### config.mk
export PLATFORM = sky130hd
export DESIGN_NAME = sevseg_digit_counter
export DESIGN_NICKNAME = d
export VERILOG_FILES = /design/src/rtl/sevseg_digit_counter.sv
export SDC_FILE = /design/constraint.sdc
export NUM_CORES = 1
export LEC_CHECK = 0
export ABC_AREA = 1
export BUFFER_PORTS_ARGS = -buffer_cell sky130_fd_sc_hd__buf_2
export CORE_UTILIZATION = 35
export DETAILED_ROUTE_END_ITERATION = 6
export GPL_TIMING_DRIVEN = 1
export HOLD_SLACK_MARGIN = 0.08
export PLACE_DENSITY = 0.52
export SETUP_SLACK_MARGIN = 0.4
export SLEW_MARGIN = 20
export SYNTH_ARGS = -nofsm -noshare
export SYNTH_HDL_FRONTEND = slang
export SYNTH_SLANG_ARGS = --single-unit
### constraint.sdc
create_clock -name clk -period 3.6 [get_ports clk]
set_input_delay 0.36 -clock clk [delete_from_list [all_inputs] [get_ports clk]]
set_output_delay 0.36 -clock clk [all_outputs]
set_load 0.01 [all_outputs]
### src/rtl/sevseg_digit_counter.sv
// Run/pause single-digit counter feeding a seven-segment decoder on A..D.
// Optional SEVSEG_DIGIT_UPDOWN_EN adds an up_dn input for down counting.
module sevseg_digit_counter #(
    parameter int unsigned TICK_DIV  = 50_000_000,
    parameter int unsigned MAX_DIGIT = 9
) (
    input  logic clk,
    input  logic rst_n,
    input  logic btn_ss,
    input  logic clr,
`ifdef SEVSEG_DIGIT_UPDOWN_EN
    input  logic up_dn,
`endif
    output logic A,
    output logic B,
    output logic C,
    output logic D,
    output logic tick,
    output logic carry,
    output logic running
);

    localparam int unsigned PW = (TICK_DIV > 1) ? $clog2(TICK_DIV) : 1;
    localparam logic [PW-1:0] PRESC_LAST = PW'(TICK_DIV - 1);
    localparam logic [3:0]    DIGIT_MAX  = 4'(MAX_DIGIT);

    localparam logic [1:0] ST_IDLE  = 2'd0;
    localparam logic [1:0] ST_RUN   = 2'd1;
    localparam logic [1:0] ST_PAUSE = 2'd2;

    logic          sync0_q, sync1_q, edge_q;
    logic          ss_pulse;
    logic          count_up;
    logic [1:0]    state_q, state_nx;
    logic [PW-1:0] presc_q, presc_nx;
    logic [3:0]    digit_q, digit_nx;
    logic          tick_nx, carry_nx, running_nx;

`ifdef SEVSEG_DIGIT_UPDOWN_EN
    assign count_up = up_dn;
`else
    assign count_up = 1'b1;
`endif

    // Button synchroniser and rising-edge detect
    always_ff @(posedge clk) begin
        if (!rst_n) begin
            sync0_q <= 1'b0;
            sync1_q <= 1'b0;
            edge_q  <= 1'b0;
        end else begin
            sync0_q <= btn_ss;
            sync1_q <= sync0_q;
            edge_q  <= sync1_q;
        end
    end

    assign ss_pulse = sync1_q & ~edge_q;

    // State, prescaler, digit and output flags
    always_ff @(posedge clk) begin
        if (!rst_n) begin
            state_q <= ST_IDLE;
            presc_q <= '0;
            digit_q <= '0;
            tick    <= 1'b0;
            carry   <= 1'b0;
            running <= 1'b0;
        end else begin
            state_q <= state_nx;
            presc_q <= presc_nx;
            digit_q <= digit_nx;
            tick    <= tick_nx;
            carry   <= carry_nx;
            running <= running_nx;
        end
    end

    // Clear beats the button; a button press on a step edge still lets the step land
    always_comb begin
        state_nx = state_q;
        presc_nx = presc_q;
        digit_nx = digit_q;
        tick_nx  = 1'b0;
        carry_nx = 1'b0;
        if (clr) begin
            state_nx = ST_IDLE;
            presc_nx = '0;
            digit_nx = '0;
        end else begin
            case (state_q)
                ST_IDLE: begin
                    presc_nx = '0;
                    digit_nx = '0;
                    if (ss_pulse) state_nx = ST_RUN;
                end
                ST_RUN: begin
                    if (presc_q == PRESC_LAST) begin
                        presc_nx = '0;
                        tick_nx  = 1'b1;
                        if (count_up) begin
                            if (digit_q >= DIGIT_MAX) begin
                                digit_nx = '0;
                                carry_nx = 1'b1;
                            end else begin
                                digit_nx = digit_q + 4'd1;
                            end
                        end else begin
                            if (digit_q == 4'd0 || digit_q > DIGIT_MAX) begin
                                digit_nx = DIGIT_MAX;
                                carry_nx = 1'b1;
                            end else begin
                                digit_nx = digit_q - 4'd1;
                            end
                        end
                    end else begin
                        presc_nx = presc_q + PW'(1);
                    end
                    if (ss_pulse) state_nx = ST_PAUSE;
                end
                ST_PAUSE: begin
                    if (ss_pulse) state_nx = ST_RUN;
                end
                default: begin
                    state_nx = ST_IDLE;
                    presc_nx = '0;
                    digit_nx = '0;
                end
            endcase
        end
        running_nx = (state_nx == ST_RUN);
    end

    assign A = digit_q[0];
    assign B = digit_q[1];
    assign C = digit_q[2];
    assign D = digit_q[3];

endmodule

# After elaboration in Yosys (flattened, before gate mapping)
# Cells that the tools add are included.
[word_totals] register_bits=38 in_bits=4 output_inout_bits=7
[classes] add_sub_neg=2 magnitude_cmp=1 eq_ne=5 muxes=11 bitwise_logic=6 reduce_logical=6
[ops] op="one-hot mux 26 bit (2 select lines)" count=1
[ops] op="adder 26 x 1 -> 26 bit, second input constant" count=1
[ops] op="equality test 26 bit, second input constant" count=1
[ops] op="2-to-1 mux 26 bit" count=1
[ops] op="2-to-1 mux 4 bit" count=2
[ops] op="one-hot mux 4 bit (2 select lines)" count=1
[ops] op="2-to-1 mux 2 bit" count=3
[ops] op="NOT 1 bit" count=5
[ops] op="adder 4 x 1 -> 4 bit, second input constant" count=1
[ops] op="equality test 2 x 1 -> 1 bit, second input constant" count=2
[ops] op=">= comparator 4 bit, second input constant" count=1
[ops] op="one-hot mux 2 bit (2 select lines)" count=1
[ops] op="OR reduction 2 bit" count=2
[ops] op="OR reduction 4 bit" count=1
[ops] op="OR reduction 3 bit" count=1
[ops] op="equality test 2 bit, second input constant" count=1
[ops] op="zero test 2 bit" count=1
[ops] op="2-to-1 mux 1 bit" count=2
[ops] op="inequality test 2 bit, second input constant" count=1
[ops] op="AND reduction 2 bit" count=1
[ops] op="bitwise AND 1 bit" count=1

# Logic depth before layout (Yosys ltp)
# Gate-level depths: netlist of the first run.
[logic_depth] word_depth=6 ltp_mapped=10

# Least setup slack after synthesis of the first run
# No wires, ideal clock.
[synth_path] kind="reg-to-reg" from="register presc_q[1]" to="register presc_q[13]" setup_ns=0.132 t_arrival_ns=1.241 required_ns=3.468 path_slack_ns=2.227 path_stages_with_launch=10 path_buffers=1 path_cell_list="dfxtp_1 ha_1 nand3_1 nor2_1 nand2_1 nor2_2 nor2_4 buf_6 nand2_2 a21oi_2"
[synth_via] elab_chain_cells=3 word_cells_on_any_way=4 cone_classes="add/sub: 1; eq/ne: 1; mux: 2"
[synth_lines] item="from (decl)" line="35" source="logic [PW-1:0] presc_q, presc_nx;"
[synth_lines] item="from (signal assigned)" line="71" source="presc_q <= presc_nx;"
[synth_lines] item="adder 26 x 1 -> 26 bit / equality test 26 bit (equally long branches)" line="117, 98"
[synth_lines] item="2-to-1 mux 26 bit (*)" line="98" source="if (presc_q == PRESC_LAST) begin"
[synth_lines] item="one-hot mux 26 bit (2 select lines) (*)" line="91" source="case (state_q)"
# Mark *: on every way between the ends. The rest lies on a longest branch, timed or not.
# A chain may end at the register's enable or synchronous reset.

# Final worst setup path of the first run
[layout_path] from="register state_q[1]" to="register presc_q[5]"
[layout_via] elab_chain_cells=2 word_cells_on_any_way=3 cone_classes="eq/ne: 2; mux: 1"
[layout_lines] item="from (decl)" line="34" source="logic [1:0] state_q, state_nx;"
[layout_lines] item="from (signal assigned)" line="70" source="state_q <= state_nx;"
[layout_lines] item="equality test 2 bit / equality test 2 x 1 -> 1 bit (equally long branches)" line="91"
[layout_lines] item="one-hot mux 26 bit (2 select lines)" line="91"
# Several ways; a longest one is shown, not always the timed one.

==> reports/metrics.cfg, run 1 <==
[clock_network]
cts_tree = done
path_clk_slew_ns = 0.09
cts_hold_buf = 0
worstSkewPairLatency_ns = 0.30
cts_buffers = 5
h-tree-depth = 2
cts_sinks = 38
cts-root-buf = clkbuf_8
post-cts-setup-buffer-count = 0
clk_path_buf_depth = 2
cts-resized-gates = 0

[power]
power_density_nw_per_um2 = 338
p_leak_nw = 0.930
p_seq_frac = 0.476
p_int_mw = 0.705
switchingPower_mw = 0.183
vdd.ir_drop.worst_mv = 0.164
combPwrFrac = 0.025
swShare = 0.206
clkPwrFrac = 0.499

[timing]
fmax_ghz = 0.579
post-route-period-util = 0.479
final_max_slew_viol_count = 0
relSlewSlack = 0.449
rsz0062_at_grt = false
fin_hold_ws_ns = 0.252
setup_tns_ns = 0
fin_ws_ns = 1.87
tightest_slew_ns = 0.824
clock_skew_ns = 0.0109
period_minus_slack_ns = 1.73
hold_viol = 0
finalSetupViolations = 0

[global_routing]
use_met2 = 0.298
antenna_found_initial = 0
grt_pass1_vias = 2065
grt_use_met1 = 0.228
overflow = 0
grt_pass1_wl_um = 9940
track_usage = 0.176
grtUsageMet3 = 0.0305
grt_max_degree = 21
top_usage_layer = met2

[setup_path]
arrival_ns = 1.93
endpoint = presc_q[5]$_SDFFE_PP0P_
start_kind = flip-flop
crit_fanout = 12
crit_required_ns = 3.80
reg2reg_to = presc_q[5]$_SDFFE_PP0P_
path_class = flip-flop to flip-flop
reg2reg_depth = 6
r2r_setup_slack_ns = 1.87
cp-startpoint = state_q[1]$_SDFF_PN0_
r2r-start = state_q[1]$_SDFF_PN0_
end_kind = flip-flop

[synth]
yosys.area.top_type_share = 0.320
ys_seq_area_frac = 0.320
synth_warnings = 0
synth_edf_count = 0
syn_area_per_cell_sq_um = 6.44
yosysTopAreaCell = dfxtp_1
yosys-top-cells-count = nand2_1, nor2_1, inv_1
synthesis.nets = 377
synth_ff_type = dfxtp_1
post-synth-top-count-cell = nand2_1
syn_inst = 369
synth_area_sq_um = 2380
synth.distinct_cells = 28
ys_ff_latch = 38
synthArstFlopShare = 0
synthTopCellsByArea = dfxtp_1, nand2_1, nor2_1

[floorplanning]
io_pins = 11
start_util = 0.368
fp.dieH_um = 84.4
num_rows = 29
core_sq_um = 6460
die-area_sq_um = 7120
die_w_um = 84.4

[cells_and_area]
area_growth_pct = 10.7
antenna_cells = 0
final_cell_area_sq_um = 2630
utilization = 0.407
drive_above_1_share = 0.173
num-nets-final = 388

[placement]
port-buffer-count = 10
place.gp.congestion = 0.816
dp_hpwl_um = 4460
pre_cts_ws_ns = 1.88
placed_cell_area_sq_um = 2490

[detailed_routing]
drt_drc_violations_left = 0
vias = 2256
vias_per_cell = 4.93
first_pass_iters = 4
wl_per_cell_um = 12.9
drtIter0Drc = 153
antenna_left = 0
routed_wl_um = 5920

[flow_run]
maxCapViolCount = 0

[status]
status = finished, final reports clean

[hold_path]
hold_depth = 3
hold_class = input port to flip-flop

==> cell usage in the layout (no fill, tap or decap) <==
master	synthesis	layout
nor2_1	43	43
inv_1	42	42
bufinv_16	0	2
nand2_1	103	103
nor2_2	12	12
clkbuf_8	0	5
dfxtp_1	38	38
o21bai_1	2	2
nand3_1	21	21
xor2_1	5	5
ha_1	4	4
nor2_4	5	5
nand2_2	14	14
or2_2	2	2
xnor2_1	2	2
clkinv_4	0	1
a221oi_1	1	1
nor3_1	5	5
buf_2	2	10
o21ai_0	7	7
inv_2	4	4
buf_4	1	2
nand3_2	5	5
a21oi_2	4	4
a21oi_1	23	23
nand4_1	12	12
o21ai_1	4	4
nand3b_1	3	3
==> cell type report <==
cell class	count	area, sq um
Clock buffer	5	68.8
Sequential cell	38	761
Clock inverter	3	68.8
Fill cell	700	3830
Multi-Input combinational cell	277	1400
Tap cell	77	96.3
Timing Repair Buffer	12	65.1
Inverter	46	173
==> through the flow <==
stage / instances / power [mW]
floorplan: 369 / 0.448
global placement: 450 / 0.455
detailed placement: 450 / 0.456
CTS: 458 / 0.900
global route: 458 / 0.922
finish: 458 / 0.889
==> registers in the layout, indices dropped and copies added (netlist names) <==
register / count
presc_q: 26
digit_q: 4
state_q: 2
carry: 1
edge_q: 1
running: 1
sync0_q: 1
sync1_q: 1
tick: 1
==> critical path, stage by stage (launching register included) <==
cell,delay (ns)
dfxtp_1,0.31
inv_1,0.04
nor2_1,0.62
inv_1,0.27
nand3_1,0.17
xor2_1,0.15
nor2_1,0.06
==> kinds of logic after synthesis <==
group	Yosys count	synth area share
simple gates	225	0.445
buf+inv	54	0.0916
compound gates	41	0.0964
flops	38	0.320
xor+xnor	7	0.0258
fa+ha+maj	4	0.0211
==> layer usage <==
layer,share of wire,wire (um)
met2,0.46,2740
met5,0,0
met1,0.50,2970
met3,0.026,155
met4,0.0086,51
==> worst min-delay path by stage <==
stage                             from                  to
floorplan           sync0_q$_SDFF_PN0_  sync1_q$_SDFF_PN0_
global placement    sync0_q$_SDFF_PN0_  sync1_q$_SDFF_PN0_
detailed placement  sync0_q$_SDFF_PN0_  sync1_q$_SDFF_PN0_
CTS                             btn_ss  sync0_q$_SDFF_PN0_
global route                    btn_ss  sync0_q$_SDFF_PN0_
finish                          btn_ss  sync0_q$_SDFF_PN0_
==> power groups by stage <==
stage | sequential, mW | combinational [mW] | clock [mW]
floorplan | 0.433 | 0.0154 | 0
global placement | 0.433 | 0.0227 | 0
detailed placement | 0.433 | 0.0229 | 0
CTS | 0.423 | 0.0228 | 0.454
global route | 0.423 | 0.0250 | 0.474
finish | 0.423 | 0.0221 | 0.444
Power figures use the tool's default switching activity.
==> run 2, diff against run 1 <==
--- a/config.mk
+++ b/config.mk
@@ -11,7 +11,7 @@
 export DETAILED_ROUTE_END_ITERATION = 6
 export GPL_TIMING_DRIVEN = 1
 export HOLD_SLACK_MARGIN = 0.08
-export PLACE_DENSITY = 0.52
+export PLACE_DENSITY = 0.54
 export SETUP_SLACK_MARGIN = 0.4
 export SLEW_MARGIN = 20
 export SYNTH_ARGS = -nofsm -noshare
==> constraint.sdc (replaced) <==
create_clock -name clk -period 1.4 [get_ports clk]
set_input_delay 0.14 -clock clk [delete_from_list [all_inputs] [get_ports clk]]
set_output_delay 0.14 -clock clk [all_outputs]
set_load 0.01 [all_outputs]
==> reports/metrics.cfg, run 2 (same netlist as run 1, synthesis figures left out) <==
[status]
status = complete, but fails checks
violations = setup timing

[cells_and_area]
antenna_cells = 0
fin_cells = 520
final_cell_mix = nand2_1, buf_4, inv_1
drive_above_1_share = 0.440
top_regs = presc_q x26, digit_q x4, state_q x2
largest_reg_flops = 26
utilization = 0.530
top_register = presc_q
final_common_cell = nand2_1
area_growth_pct = 44.0
num-nets-final = 450

[power]
swShare = 0.217
vdd.ir_drop.worst_mv = 0.464
p_leak_nw = 1.37
combPwrFrac = 0.036
clkPwrFrac = 0.500
power_density_nw_per_um2 = 679
p_int_mw = 1.82
switchingPower_mw = 0.503
p_seq_frac = 0.464

[setup_path]
r2r-start = presc_q[1]$_SDFFE_PP0P_
path_class = flip-flop to flip-flop
end_kind = flip-flop
r2r_setup_slack_ns = -0.07
start_kind = flip-flop
reg2reg_depth = 10
arrival_ns = 1.70
reg2reg_to = presc_q[22]$_SDFFE_PP0P_
crit_required_ns = 1.63
crit_fanout = 4

[clock_network]
path_clk_slew_ns = 0.09
cts-root-buf = clkbuf_8
h-tree-depth = 2
cts_sinks = 38
cts_buffers = 5
worstSkewPairLatency_ns = 0.30
clk_path_buf_depth = 2
cts_tree = done

[global_routing]
grt_max_degree = 16
grt_pass1_vias = 2385
track_usage = 0.196
overflow = 0
antenna_found_initial = 0
grt_pass1_wl_um = 11100

[hold_path]
min_from = clr
hold_path_end = presc_q[2]$_SDFFE_PP0P_
hold_class = input port to flip-flop
hold_depth = 4

[timing]
fin_hold_ws_ns = 0.255
clock_skew_ns = 0.00952
fmax_ghz = 0.682
rsz0062_at_grt = true
tightest_slew_ns = 0.319
hold_viol = 0
fin_ws_ns = -0.0663
setup_tns_ns = -0.613
post-route-period-util = 1.05
final_max_slew_viol_count = 0
relSlewSlack = 0.786
period_minus_slack_ns = 1.47
finalSetupViolations = 20

[floorplanning]
num_rows = 29
start_util = 0.368
fp.dieH_um = 84.4
die-area_sq_um = 7120
die_w_um = 84.4
core_sq_um = 6460
io_pins = 11

[placement]
port-buffer-count = 10
placedCellCount = 502
dp_hpwl_um = 5030
place.gp.congestion = 0.841

[detailed_routing]
vias = 2551
wl_per_cell_um = 13.0
drt_drc_violations_left = 0
routed_wl_um = 6760
vias_per_cell = 4.91
first_pass_iters = 4
antenna_left = 0
drtIter0Drc = 97

[flow_run]
maxCapViolCount = 0

## run 2: cell count changes in the layout (fill, tap and decap cells not counted), sizes merged
cell / previous run / this run
buf: 12 / 72
dlygate4sd3: 0 / 2
## run 2: power by group through the flow
stage	Sequential, mW	Clock [mW]	Combinational, mW
floorplan	1.11	0	0.0403
global placement	1.11	0	0.0696
detailed placement	1.11	0	0.0706
CTS	1.08	1.18	0.0789
global route	1.08	1.22	0.0918
finish	1.08	1.16	0.0836
## run 2: final cells by class
cell class,count,area [sq um]
Timing Repair Buffer,74,572
Tap cell,77,96.3
Fill cell,627,3040
Clock inverter,3,68.8
Multi-Input combinational cell,277,1630
Clock buffer,5,68.8
Sequential cell,38,810
Inverter,46,175
## run 2: worst max-delay path: stages, from the launching register on
cell	delay, ns
dfxtp_2	0.36
ha_4	0.16
nand2_4	0.06
nor2_4	0.18
buf_4	0.15
nand2_4	0.06
inv_1	0.07
nand3b_1	0.09
nand2_1	0.08
nand3_2	0.06
a21oi_1	0.12
## run 2: per-stage QoR
step                      power [mW]  cell area (sq um)  setup WS (ns)
after global routing            2.39               3420         -0.163
after CTS                       2.34               3290        -0.0532
after floorplan                 1.15               2460         0.0929
after global placement          1.18               2960        -0.0942
final                           2.32               3420        -0.0663
after detailed placement        1.18               2960         -0.108
## run 2: routing by layer
metal	GRT usage	up-vias	share of wire
met5	0	-	0
met4	0.0586	0	0.014
met3	0.0403	11	0.038
met2	0.341	40	0.49
met1	0.246	1184	0.46
li1	-	1316	-
## run 2: how the worst max path moves through the flow
stage                             from                  endpoint  slack (ns)  depth (start not counted)
6_report       presc_q[1]$_SDFFE_PP0P_  presc_q[22]$_SDFFE_PP0P_       -0.07                         10
5_1_grt        presc_q[0]$_SDFFE_PP0P_   digit_q[0]$_SDFFE_PP0P_       -0.16                         10
4_1_cts        presc_q[0]$_SDFFE_PP0P_  presc_q[11]$_SDFFE_PP0P_       -0.05                         10
3_5_place_dp   presc_q[1]$_SDFFE_PP0P_   digit_q[3]$_SDFFE_PP0P_       -0.11                         10
3_3_place_gp   presc_q[1]$_SDFFE_PP0P_   digit_q[0]$_SDFFE_PP0P_       -0.09                         10
2_1_floorplan  presc_q[1]$_SDFFE_PP0P_   digit_q[0]$_SDFFE_PP0P_        0.09                         10
## run 2: timing repair
action	CTS	global route
buffers inserted	5	3
hold buffers	2	0
pin swaps	14	10
setup endpoints to repair	36	36
endpoints found under the hold margin	3	0
gates resized for setup	48	35
==> run 3, diff against run 2 <==
--- a/config.mk
+++ b/config.mk
@@ -6,12 +6,12 @@
 export NUM_CORES = 1
 export LEC_CHECK = 0
 export ABC_AREA = 1
-export BUFFER_PORTS_ARGS = -buffer_cell sky130_fd_sc_hd__buf_2
 export CORE_UTILIZATION = 35
 export DETAILED_ROUTE_END_ITERATION = 6
+export DONT_BUFFER_PORTS = 1
 export GPL_TIMING_DRIVEN = 1
 export HOLD_SLACK_MARGIN = 0.08
-export PLACE_DENSITY = 0.54
+export PLACE_DENSITY = 0.53
 export SETUP_SLACK_MARGIN = 0.4
 export SLEW_MARGIN = 20
 export SYNTH_ARGS = -nofsm -noshare
==> reports/metrics.cfg, run 3 (same netlist as run 1, synthesis figures left out) <==
[timing]
tightest_slew_ns = 0.326
fin_hold_ws_ns = 0.165
finalSetupViolations = 11
post-route-period-util = 1.03
final_max_slew_viol_count = 0
setup_tns_ns = -0.374
fin_ws_ns = -0.0476
rsz0062_at_grt = true
hold_viol = 0
fmax_ghz = 0.691
period_minus_slack_ns = 1.45
clock_skew_ns = 0.00725
relSlewSlack = 0.783

[power]
swShare = 0.235
p_leak_nw = 1.36
switchingPower_mw = 0.503
p_int_mw = 1.64
power_density_nw_per_um2 = 609
p_seq_frac = 0.501
combPwrFrac = 0.044
vdd.ir_drop.worst_mv = 0.446
clkPwrFrac = 0.455

[clock_network]
cts-root-buf = clkbuf_8
worstSkewPairLatency_ns = 0.30
cts_buffers = 5
cts_tree = done
cts_sinks = 38
path_clk_slew_ns = 0.09
h-tree-depth = 2
clk_path_buf_depth = 2

[cells_and_area]
multi_input_area_sq_um = 1690
top_register = presc_q
antenna_cells = 0
num-nets-final = 450
final_cell_area_sq_um = 3520
largest_reg_flops = 26
final_common_cell = nand2_1
area_growth_pct = 48.2
nFillCells = 610
top_regs = presc_q x26, digit_q x4, state_q x2
ff_latch_area_sq_um = 812
final_cell_mix = nand2_1, buf_4, inv_1
drive_above_1_share = 0.465

[global_routing]
use_met2 = 0.373
overflow = 0
grt_use_met1 = 0.271
grtUsageMet3 = 0.0354
track_usage = 0.213
antenna_found_initial = 0
grt_pass1_wl_um = 11800
top_usage_layer = met2
grt_pass1_vias = 2420
grt_max_degree = 14

[status]
violations = setup timing
status = complete, but fails checks

[hold_path]
hold_path_end = state_q[1]$_SDFF_PN0_
hold_class = input port to flip-flop
min_from = clr
hold_depth = 4

[setup_path]
crit_required_ns = 1.58
crit_fanout = 5
r2r_setup_slack_ns = -0.05
arrival_ns = 1.63
end_kind = flip-flop
reg2reg_depth = 10
r2r-start = presc_q[0]$_SDFFE_PP0P_
start_kind = flip-flop
path_class = flip-flop to flip-flop
reg2reg_to = digit_q[2]$_SDFFE_PP0P_

[detailed_routing]
antenna_left = 0
routed_wl_um = 7340
wl_per_cell_um = 14.1
first_pass_iters = 4
vias_per_cell = 4.86
drt_drc_violations_left = 0
drtIter0Drc = 138
vias = 2528

[floorplanning]
fp.dieH_um = 84.4
die_w_um = 84.4
core_sq_um = 6460
num_rows = 29
io_pins = 11
start_util = 0.368
die-area_sq_um = 7120

[placement]
placed_cell_area_sq_um = 2950
dp_hpwl_um = 5100
place.gp.congestion = 0.846
port-buffer-count = 0

[flow_run]
maxCapViolCount = 0

-- run 3: critical path: stages, from the launching register on --
cell	delay [ns]
dfxtp_2	0.36
ha_4	0.17
nand2_4	0.06
nor2_4	0.15
nand2_1	0.07
nor2_1	0.08
nand2_1	0.10
nand2_4	0.12
nand2_4	0.09
nand2_2	0.08
a21oi_2	0.06
-- run 3: routing by layer --
layer	vias to the layer above	part of all wire
met1	1159	0.46
met2	39	0.50
met4	0	0.013
met5	-	0
met3	8	0.028
li1	1322	-
-- run 3: worst max-delay path by stage --
stage                               endpoint                      from  slack (ns)
floorplan            digit_q[0]$_SDFFE_PP0P_   presc_q[1]$_SDFFE_PP0P_        0.09
global placement    presc_q[12]$_SDFFE_PP0P_  presc_q[15]$_SDFFE_PP0P_       -0.07
detailed placement   digit_q[2]$_SDFFE_PP0P_   presc_q[1]$_SDFFE_PP0P_       -0.07
CTS                 presc_q[17]$_SDFFE_PP0P_   presc_q[2]$_SDFFE_PP0P_       -0.02
global route         digit_q[1]$_SDFFE_PP0P_   presc_q[1]$_SDFFE_PP0P_       -0.12
finish               digit_q[2]$_SDFFE_PP0P_   presc_q[0]$_SDFFE_PP0P_       -0.05
-- run 3: layout make-up --
cell class,instances,share of cell area
timing repair buffer,74,0.180
tap,77,0.0274
clock buffer,5,0.0195
sequential,38,0.231
multi-input combinational,277,0.479
clock inverter,3,0.0128
inverter,46,0.0508
-- run 3: what timing repair did --
item                                   4_1_cts  5_1_grt
setup endpoints to repair                   33       34
buffers inserted                             7        8
pin swaps                                   20       24
gates cloned                                 1        0
endpoints found under the hold margin        3        0
hold buffers                                 2        0
gates resized for setup                     59       38
-- run 3: per-stage QoR --
step	instances	power [mW]	setup WS, ns	utilization
after CTS	512	2.16	-0.0174	0.519
after floorplan	369	1.15	0.0929	-
after detailed placement	494	1.18	-0.0726	0.457
after global placement	494	1.18	-0.0713	0.457
final	520	2.14	-0.0476	0.545
after global routing	520	2.21	-0.121	0.545
-- run 3: power by group through the flow --
stage / sequential [mW] / clock [mW] / combinational, mW
global route: 1.07 / 1.04 / 0.101
floorplan: 1.11 / 0 / 0.0403
finish: 1.07 / 0.975 / 0.0935
detailed placement: 1.11 / 0 / 0.0673
global placement: 1.11 / 0 / 0.0670
CTS: 1.08 / 0.993 / 0.0880
